===== src/rtl/mem_init_pkg.sv =====
// Shared encodings for the memory self-test initiator and its response checker.
package mem_init_pkg;

  typedef enum logic [1:0] {
    IDLE  = 2'd0,
    ISSUE = 2'd1,
    DRAIN = 2'd2,
    DONE  = 2'd3
  } state_t;

  localparam logic OP_WR  = 1'b1;
  localparam logic OP_CHK = 1'b0;

endpackage


===== src/rtl/mem_rsp_check.sv =====
// In-order read-response checker: counts responses and records mismatches
// against the job pattern (address base+i, data seed+i).
module mem_rsp_check
  import mem_init_pkg::*;
#(
  parameter int DATA_WD = 4,
  parameter int ADDR_WD = 4,
  parameter int LEN_WD  = ADDR_WD + 1
) (
  input  logic               clk,
  input  logic               rst,
  input  logic               clear,
  input  logic [ADDR_WD-1:0] base_addr,
  input  logic [DATA_WD-1:0] seed,
  input  logic               rsp_fire,
  input  logic [DATA_WD-1:0] rsp_data,
  output logic [LEN_WD-1:0]  rcv,
  output logic [LEN_WD-1:0]  err_cnt,
  output logic [ADDR_WD-1:0] first_err_addr
);

  logic [DATA_WD-1:0] exp_data_s;
  logic [ADDR_WD-1:0] exp_addr_s;
  logic               mismatch_s;

  // Expected word for the response index currently awaited.
  always_comb begin
    exp_data_s = seed + DATA_WD'(rcv);
    exp_addr_s = base_addr + ADDR_WD'(rcv);
    mismatch_s = rsp_fire && (rsp_data != exp_data_s);
  end

  // Response counter and first-mismatch capture; cleared when a job starts.
  always_ff @(posedge clk) begin
    if (rst || clear) begin
      rcv            <= '0;
      err_cnt        <= '0;
      first_err_addr <= '0;
    end else begin
      if (rsp_fire) begin
        rcv <= rcv + LEN_WD'(1);
      end
      if (mismatch_s) begin
        err_cnt <= err_cnt + LEN_WD'(1);
        if (err_cnt == '0) begin
          first_err_addr <= exp_addr_s;
        end
      end
    end
  end

endmodule


===== src/rtl/mem_initiator.sv =====
// Memory self-test initiator: fills an address range with a seed pattern
// (WRITE) or reads it back and counts mismatches (CHECK).
module mem_initiator
  import mem_init_pkg::*;
#(
  parameter int DATA_WD = 4,
  parameter int ADDR_WD = 4,
  parameter int LEN_WD  = ADDR_WD + 1,
  parameter int MAX_OUT = 2
) (
  input  logic               clk,
  input  logic               rst,
  input  logic               start,
  input  logic               op_wr,
  input  logic [ADDR_WD-1:0] base_addr,
  input  logic [LEN_WD-1:0]  len,
  input  logic [DATA_WD-1:0] seed,
  output logic               busy,
  output logic               done,
  output logic [LEN_WD-1:0]  err_cnt,
  output logic [ADDR_WD-1:0] first_err_addr,
  output logic               cmd_valid,
  output logic               cmd_wr,
  output logic [ADDR_WD-1:0] cmd_addr,
  output logic [DATA_WD-1:0] cmd_data,
  input  logic               cmd_ready,
  input  logic               rsp_valid,
  input  logic [DATA_WD-1:0] rsp_data,
  output logic               rsp_ready
);

  state_t             state_r, state_s;
  logic               op_wr_r, op_s;
  logic [ADDR_WD-1:0] base_r;
  logic [LEN_WD-1:0]  len_r, iss_r, iss_s, rcv_r, rcv_s;
  logic [DATA_WD-1:0] seed_r;
  logic               start_s, cmd_fire_s, rsp_fire_s, credit_s;
  logic               cmd_valid_s, cmd_wr_s;
  logic [ADDR_WD-1:0] cmd_addr_s;
  logic [DATA_WD-1:0] cmd_data_s;

  // Next-state decode plus this cycle's transfer bookkeeping.
  always_comb begin
    cmd_fire_s = cmd_valid && cmd_ready;
    rsp_fire_s = rsp_valid && rsp_ready;
    iss_s      = iss_r + LEN_WD'(cmd_fire_s);
    rcv_s      = rcv_r + LEN_WD'(rsp_fire_s);
    start_s    = 1'b0;
    state_s    = state_r;
    case (state_r)
      IDLE: begin
        if (start) begin
          start_s = 1'b1;
          state_s = (len == '0) ? DONE : ISSUE;
        end else begin
          state_s = IDLE;
        end
      end
      ISSUE: begin
        if (cmd_fire_s && (iss_r == len_r - LEN_WD'(1))) begin
          state_s = (op_wr_r == OP_WR) ? DONE : DRAIN;
        end else begin
          state_s = ISSUE;
        end
      end
      DRAIN: begin
        if (rcv_r == len_r) begin
          state_s = DONE;
        end else begin
          state_s = DRAIN;
        end
      end
      DONE:    state_s = IDLE;
      default: state_s = IDLE;
    endcase
  end

  // Next command: hold a stalled one, otherwise offer the next word when
  // words remain and (for reads) a response credit is free.
  always_comb begin
    op_s        = start_s ? op_wr : op_wr_r;
    credit_s    = (op_wr_r == OP_WR) || ((iss_s - rcv_s) < LEN_WD'(MAX_OUT));
    cmd_valid_s = 1'b0;
    cmd_wr_s    = cmd_wr;
    cmd_addr_s  = cmd_addr;
    cmd_data_s  = cmd_data;
    if (start_s) begin
      cmd_valid_s = (len != '0);
      cmd_wr_s    = op_wr;
      cmd_addr_s  = base_addr;
      cmd_data_s  = seed;
    end else if ((state_r == ISSUE) && (state_s == ISSUE)) begin
      if (cmd_valid && !cmd_ready) begin
        cmd_valid_s = 1'b1;
      end else begin
        cmd_valid_s = (iss_s < len_r) && credit_s;
        cmd_addr_s  = base_r + ADDR_WD'(iss_s);
        cmd_data_s  = seed_r + DATA_WD'(iss_s);
      end
    end else begin
      cmd_valid_s = 1'b0;
    end
  end

  // State, job latches, issue counter and registered outputs.
  always_ff @(posedge clk) begin
    if (rst) begin
      state_r   <= IDLE;
      op_wr_r   <= OP_CHK;
      base_r    <= '0;
      len_r     <= '0;
      seed_r    <= '0;
      iss_r     <= '0;
      busy      <= 1'b0;
      done      <= 1'b0;
      cmd_valid <= 1'b0;
      cmd_wr    <= 1'b0;
      cmd_addr  <= '0;
      cmd_data  <= '0;
      rsp_ready <= 1'b0;
    end else begin
      state_r   <= state_s;
      busy      <= (state_s != IDLE);
      done      <= (state_s == DONE);
      rsp_ready <= ((state_s == ISSUE) || (state_s == DRAIN)) && (op_s == OP_CHK);
      cmd_valid <= cmd_valid_s;
      cmd_wr    <= cmd_wr_s;
      cmd_addr  <= cmd_addr_s;
      cmd_data  <= cmd_data_s;
      if (start_s) begin
        op_wr_r <= op_wr;
        base_r  <= base_addr;
        len_r   <= len;
        seed_r  <= seed;
        iss_r   <= '0;
      end else begin
        iss_r   <= iss_s;
      end
    end
  end

  mem_rsp_check #(
    .DATA_WD (DATA_WD),
    .ADDR_WD (ADDR_WD),
    .LEN_WD  (LEN_WD)
  ) u_rsp_check (
    .clk            (clk),
    .rst            (rst),
    .clear          (start_s),
    .base_addr      (base_r),
    .seed           (seed_r),
    .rsp_fire       (rsp_fire_s),
    .rsp_data       (rsp_data),
    .rcv            (rcv_r),
    .err_cnt        (err_cnt),
    .first_err_addr (first_err_addr)
  );

endmodule

===== config.mk =====
export PLATFORM = sky130hd
export DESIGN_NAME = mem_initiator
export DESIGN_NICKNAME = d
export VERILOG_FILES = /design/src/rtl/mem_init_pkg.sv /design/src/rtl/mem_rsp_check.sv /design/src/rtl/mem_initiator.sv
export SDC_FILE = /design/constraint.sdc
export NUM_CORES = 1
export LEC_CHECK = 0
export CAP_MARGIN = 20
export CORE_UTILIZATION = 43
export DETAILED_ROUTE_END_ITERATION = 10
export PLACE_DENSITY = 0.7
export SLEW_MARGIN = 15
export SYNTH_ARGS = -nofsm -noshare
export SYNTH_HDL_FRONTEND = slang
export SYNTH_SLANG_ARGS = --single-unit

===== constraint.sdc =====
create_clock -name clk -period 5.6 [get_ports clk]
set_input_delay 1.68 -clock clk [delete_from_list [all_inputs] [get_ports clk]]
set_output_delay 1.68 -clock clk [all_outputs]
set_load 0.05 [all_outputs]

==> results.py, run 1 <==
metrics = {
    "route": {
        "drtPass1Iterations": 4,
        "met1_length_um": 3020,
        "met3_length_um": 177,
        "drtIter0Drc": 119,
        "drtAntennaViolNets": 0,
        "wl_per_cell_um": 14.0,
        "dr_wl_met2_um": 3080,
        "detailroute.via_count": 2394,
        "wirelength_um": 6370,
        "drc": 0,
        "vias_per_cell": 5.26,
        "top_layer": "met4",
    },
    "synth": {
        "ys_types": 52,
        "synth_area_leaders": "dfxtp_1, ha_1, nand2_1, xnor2_1, a21oi_1",
        "syn_avg_cell_area_um2": 8.86,
        "yosysWarnings": 0,
        "ys_seq_elements": 48,
        "ys.flop_type": "dfxtp_1",
        "syn_nets": 394,
        "synth_top_area_cell": "dfxtp_1",
        "synth_top_area_share_pct": 32.0,
        "synth_edf_count": 0,
        "syn_area_mm2": 0.00300,
        "synth-seq-area-share_pct": 32.0,
        "syn_inst": 339,
        "async_flop_share_pct": 0,
    },
    "setup_path": {
        "required_ns": 5.83,
        "crit_arrival_ns": 4.30,
        "crit_type": "in2reg",
        "crit_fanout": 8,
        "start_kind": "input pin",
        "cp-end-kind": "flip-flop",
    },
    "place": {
        "port_buffers": 44,
        "gp_congestion": 0.887,
        "dpl.hpwl_um": 4790,
    },
    "timing": {
        "finalSetupTns_ns": 0,
        "rsz0062_at_grt": "false",
        "skew_ns": 0.00866,
        "setup_viol": 0,
        "min_period_ns": 4.07,
        "hold_viol": 0,
        "finalCritPeriodShare_pct": 72.7,
        "relSlewSlack_pct": 38.7,
        "fmax_mhz": 245,
        "drv_slew": 0,
        "worst_pin_slew_ns": 0.919,
    },
    "floorplanning": {
        "num_rows": 30,
        "design.die.area_mm2": 0.00732,
        "ios": 45,
        "core_area_mm2": 0.00676,
        "floorplan.initialDensity_pct": 44.4,
        "die_w_um": 85.6,
        "dieHeight_um": 85.6,
    },
    "clocking": {
        "clockBufferDepth": 2,
        "numCtsBuffers": 5,
        "postCtsHoldBufs": 0,
        "htreeDepth": 2,
        "clock-sinks": 48,
        "postCtsSetupRepairBufs": 0,
        "cts-resized-gates": 0,
        "cts_root_buf": "clkbuf_8",
        "path_clk_slew_ns": 0.10,
        "cts_tree": "yes",
        "clk-insertion-delay-late_ns": 0.31,
    },
    "cells_and_area": {
        "n_antenna_cell": 0,
        "multi_input_area_mm2": 0.00188,
        "ff_latch_area_um2": 961,
        "drive_gt1_share_pct": 4.80,
        "area_growth_syn_to_layout_pct": 18.3,
        "fin_nets": 429,
        "fillers": 650,
    },
    "pwr": {
        "power_leakage_nw": 1.44,
        "peakVddDrop_mv": 0.113,
        "finalPower_mw": 0.754,
        "powerDensity_mw_per_mm2": 212,
    },
    "flow_run": {
        "maxCapViolCount": 0,
    },
    "status": {
        "outcome": "finished, final reports clean",
    },
    "grt": {
        "grt_max_degree": 33,
        "antenna_found_initial": 0,
        "grt_pass1_vias": 2304,
        "track_usage_pct": 19.0,
        "grt_pass1_wl_um": 10900,
        "grt_overflow": 0,
    },
    "hold_path": {
        "hp-class": "reg2reg",
    },
}
kinds of logic after synthesis:
logic type               share of synthesized area [%]
buffers and inverters                             5.50
adder cells (fa/ha/maj)                           15.3
flip-flops                                        32.0
AND/OR/NAND/NOR                                   17.6
XOR/XNOR                                          14.2
AO/OA/AOI/OAI                                     14.1
multiplexers                                      1.42
metrics by stage:
| step | instance area [um2] | util [%] | setup WS (ns) | hold slack [ns] | instances |
|---|---|---|---|---|---|
| final | 3550 | 52.6 | 1.53 | 0.459 | 455 |
| after global routing | 3550 | 52.6 | 1.36 | 0.480 | 455 |
| after CTS | 3550 | 52.6 | 1.52 | 0.460 | 455 |
| after detailed placement | 3460 | 51.3 | 1.20 | 0.447 | 447 |
| after global placement | 3460 | 51.3 | 1.23 | 0.445 | 447 |
| after floorplan | 3000 | - | 1.91 | 0.457 | 339 |
cells in the final DEF (no fill, tap or decap), drive strengths merged, types with 3 or more instances in the layout:
cell type      synthesis  layout
a21o                   4       4
a21oi                 30      30
a311oi                 5       5
a31oi                  5       5
and2                   9       9
clkbuf                11       5
clkdlybuf4s50          0      44
clkinv                 0       3
dfxtp                 48      48
fa                     5       5
ha                    27      27
inv                   19      19
nand2                 47      47
nand3                  5       5
nand4                  4       4
nor2                  22      22
nor2b                  3       3
nor3                   3       3
o211ai                 4       4
o21ai                 11      11
or3                    5       5
xnor2                 21      21
xnor3                  4       4
xor2                  11      11
cells in the mapped netlist (2+ instances only):
cell      instances
xor3_1            2
nand3_1           5
buf_2             3
or3_1             5
buf_4             2
xnor3_1           4
or4_1             2
nand2_1          47
o21ai_0           6
nand4_1           4
o21ai_1           5
nor2_1           22
nor2b_1           3
and2_1            9
nor3_1            2
o211ai_1          4
xnor2_1          20
fa_1              5
a311oi_1          5
a31oi_1           5
o31ai_1           2
mux2i_1           2
a21o_1            4
maj3_1            2
clkbuf_1         11
mux2_2            2
a21oi_1          29
inv_1            18
dfxtp_1          48
xor2_1           11
nor3b_1           2
buf_6             2
ha_1             27
layout make-up:
| type | count | share of cell area, % |
|---|---|---|
| multi-input combinational | 254 | 52.8 |
| clock buffer | 5 | 1.94 |
| tap | 80 | 2.82 |
| timing repair buffer | 46 | 12.8 |
| sequential | 48 | 27.1 |
| clock inverter | 3 | 0.528 |
| inverter | 19 | 2.01 |
metal layers:
layer  vias up  track usage [%]
met1      1110             24.6
met3         7             4.52
li1       1232                -
met5         -                0
met2        45             32.0
met4         0             4.39
critical path, stage by stage:
cell             delay, ns
clkdlybuf4s50_1       0.42
and2_1                0.16
ha_1                  0.19
ha_1                  0.48
ha_1                  0.30
a21o_1                0.16
maj3_1                0.36
xnor2_1               0.20
nand2_1               0.08
a311oi_1              0.27
state kept, by name, indices dropped and copies added (netlist names), 2 cells and up:
signal	count
u_rsp_check.first_err_addr	4
u_rsp_check.err_cnt	5
u_rsp_check.rcv	5
iss_r	5
cmd_data	4
base_r	4
state_r	2
len_r	5
cmd_addr	4
seed_r	4
worst paths after layout:
kind / from / to / slack (ns) / depth (start not counted)
max reg2reg: len_r[0] / cmd_data[3] / 2.52 / 12
max: cmd_ready / cmd_data[3] / 1.53 / 10
min reg2reg: cmd_wr / cmd_wr / 0.46 / 2
min: cmd_wr / cmd_wr / 0.46 / 2
power by group:
| part | switching, mW | leakage [nW] | internal (mW) |
|---|---|---|---|
| Sequential | 0.0163 | 0.392 | 0.357 |
| Combinational | 0.0937 | 0.998 | 0.0714 |
| Clock | 0.128 | 0.0479 | 0.0875 |
| Total | 0.238 | 1.44 | 0.516 |
Note: power is estimated with default switching activity, not from simulation.
==> inputs of run 2 (changes only) <==
==> constraint.sdc (replaced) <==
create_clock -name clk -period 3.9 [get_ports clk]
set_input_delay 1.17 -clock clk [delete_from_list [all_inputs] [get_ports clk]]
set_output_delay 1.17 -clock clk [all_outputs]
set_load 0.05 [all_outputs]
==> run 2 against run 1 <==
Compared with the run above: sequential share of layout area fell by 0.27 points; hold slack barely moved; critical path depth rose by 3; register-to-register slack got worse by 1.7 ns; routed wire length rose by 1.1%; via count rose by 1.1%; design area rose by 1.0%; core utilization rose by 0.54 points; global-route usage fell by 0.15 points; largest cell class unchanged.
==> results.py, run 2 (synthesis results as in run 1) <==
metrics = {
    "clocking": {
        "clk-insertion-delay-late_ns": 0.30,
        "postCtsHoldBufs": 0,
        "cts_root_buf": "clkbuf_8",
        "postCtsSetupRepairBufs": 0,
        "clock-sinks": 48,
        "clockBufferDepth": 2,
        "numCtsBuffers": 5,
        "htreeDepth": 2,
        "cts_tree": "yes",
        "cts-resized-gates": 0,
        "path_clk_slew_ns": 0.09,
    },
    "timing": {
        "worst_pin_slew_ns": 0.878,
        "finalCritPeriodShare_pct": 89.5,
        "holdWs_ns": 0.459,
        "hold_viol": 0,
        "min_period_ns": 3.49,
        "relSlewSlack_pct": 41.3,
        "fmax_mhz": 287,
        "worst_slack_ns": 0.410,
        "drv_slew": 0,
        "finalSetupTns_ns": 0,
        "setup_viol": 0,
        "rsz0062_at_grt": "false",
        "skew_ns": 0.00842,
    },
    "cells_and_area": {
        "area_growth_syn_to_layout_pct": 19.5,
        "n_antenna_cell": 0,
        "final_common_cell": "dfxtp_1",
        "layout_common_cells": "dfxtp_1, nand2_1, clkdlybuf4s50_1, a21oi_1, ha_1",
        "drive_gt1_share_pct": 5.54,
        "multi_input_area_mm2": 0.00188,
        "design_area_mm2": 0.00359,
        "fillers": 645,
        "ff_latch_area_um2": 961,
        "fin_nets": 433,
    },
    "pwr": {
        "power_leakage_nw": 1.45,
        "peakVddDrop_mv": 0.128,
        "powerDensity_mw_per_mm2": 305,
        "clock_power_share_pct": 28.9,
        "finalPower_mw": 1.09,
        "combPwrFrac_pct": 22.0,
        "switching_share_pct": 30.3,
        "p_int_mw": 0.762,
        "pwr-share-seq_pct": 49.1,
        "p_switching_mw": 0.332,
    },
    "setup_path": {
        "slowest_delay_ns": 0.42,
        "crit_arrival_ns": 3.73,
        "start_kind": "input pin",
        "required_ns": 4.14,
        "cp-end-kind": "flip-flop",
        "crit_chain": "clkdlybuf4s50_1 -> and2_1 -> ha_1 -> and3_1 -> xnor2_1 -> ha_1 -> inv_1 -> ha_1 -> nor2_1 -> a21oi_1 -> xnor2_1 -> o31a_1 -> o21ai_1",
        "slowest_stage": "clkdlybuf4s50_1",
        "path_common_cell": "ha_1",
        "path_buf_inv": 2,
        "crit_type": "in2reg",
        "path_delay_family": "adder cells",
        "crit_fanout": 3,
    },
    "floorplanning": {
        "num_rows": 30,
        "ios": 45,
        "floorplan.initialDensity_pct": 44.4,
        "die_w_um": 85.6,
        "dieHeight_um": 85.6,
        "core_area_mm2": 0.00676,
        "design.die.area_mm2": 0.00732,
    },
    "place": {
        "port_buffers": 44,
        "pre_cts_slack_ns": 0.116,
        "dpl.hpwl_um": 4920,
        "place_area_mm2": 0.00349,
        "gp_congestion": 0.848,
    },
    "route": {
        "wl_per_cell_um": 14.0,
        "detailroute.via_count": 2420,
        "drc": 0,
        "vias_per_cell": 5.27,
        "drtAntennaViolNets": 0,
        "wirelength_um": 6440,
        "drtPass1Iterations": 4,
        "drtIter0Drc": 64,
    },
    "grt": {
        "grt_pass1_vias": 2256,
        "track_usage_pct": 18.8,
        "grt_max_degree": 32,
        "antenna_found_initial": 0,
        "grt_overflow": 0,
        "grt_pass1_wl_um": 10800,
    },
    "flow_run": {
        "maxCapViolCount": 0,
    },
    "status": {
        "outcome": "finished, final reports clean",
    },
    "hold_path": {
        "hp-class": "reg2reg",
    },
}
-- run 2: area by class of cell --
cell class	count	area share (%)
Inverter	19	1.99
Sequential cell	48	26.8
Clock inverter	1	0.209
Clock buffer	7	2.41
Tap cell	80	2.79
Timing Repair Buffer	50	13.5
Multi-Input combinational cell	254	52.3
-- run 2: path summary, 6_finish.rpt --
kind | start | end | slack [ns] | cells past startpoint
worst min-delay path | cmd_wr | cmd_wr | 0.46 | 2
worst max-delay path | cmd_ready | cmd_valid | 0.41 | 13
worst min register to register | cmd_wr | cmd_wr | 0.46 | 2
worst max register to register | len_r[0] | cmd_data[1] | 0.85 | 12
-- run 2: worst reg2reg max path, delay by kind of cell, from the launching register on --
kind | cells | cell delay [ns]
and+or+nand+nor | 4 | 0.87
buffers and inverters | 1 | 0.10
DFF | 1 | 0.48
AOI/OAI and AO/OA | 5 | 1.06
adders and majority gates | 2 | 0.44
-- run 2: per-layer routing --
| layer | part of all wire [%] | track usage (%) | vias up | wire [um] |
|---|---|---|---|---|
| met3 | 3.5 | 3.56 | 8 | 228 |
| met4 | 1.7 | 6.36 | 0 | 109 |
| li1 | - | - | 1240 | - |
| met2 | 48 | 31.4 | 52 | 3060 |
| met1 | 47 | 24.5 | 1120 | 3040 |
| met5 | 0 | 0 | - | 0 |
-- run 2: power by group through the flow --
stage	Sequential [mW]	Combinational (mW)	Clock (mW)
3_5_place_dp	0.548	0.242	0
5_1_grt	0.540	0.265	0.346
2_1_floorplan	0.581	0.127	0
6_report	0.536	0.241	0.316
3_3_place_gp	0.548	0.238	0
4_1_cts	0.537	0.243	0.326
-- run 2: metrics by stage --
stage	utilization, %	instances
after floorplan	-	339
after global placement	51.7	451
after detailed placement	51.7	451
after CTS	53.1	459
after global routing	53.1	459
final	53.1	459
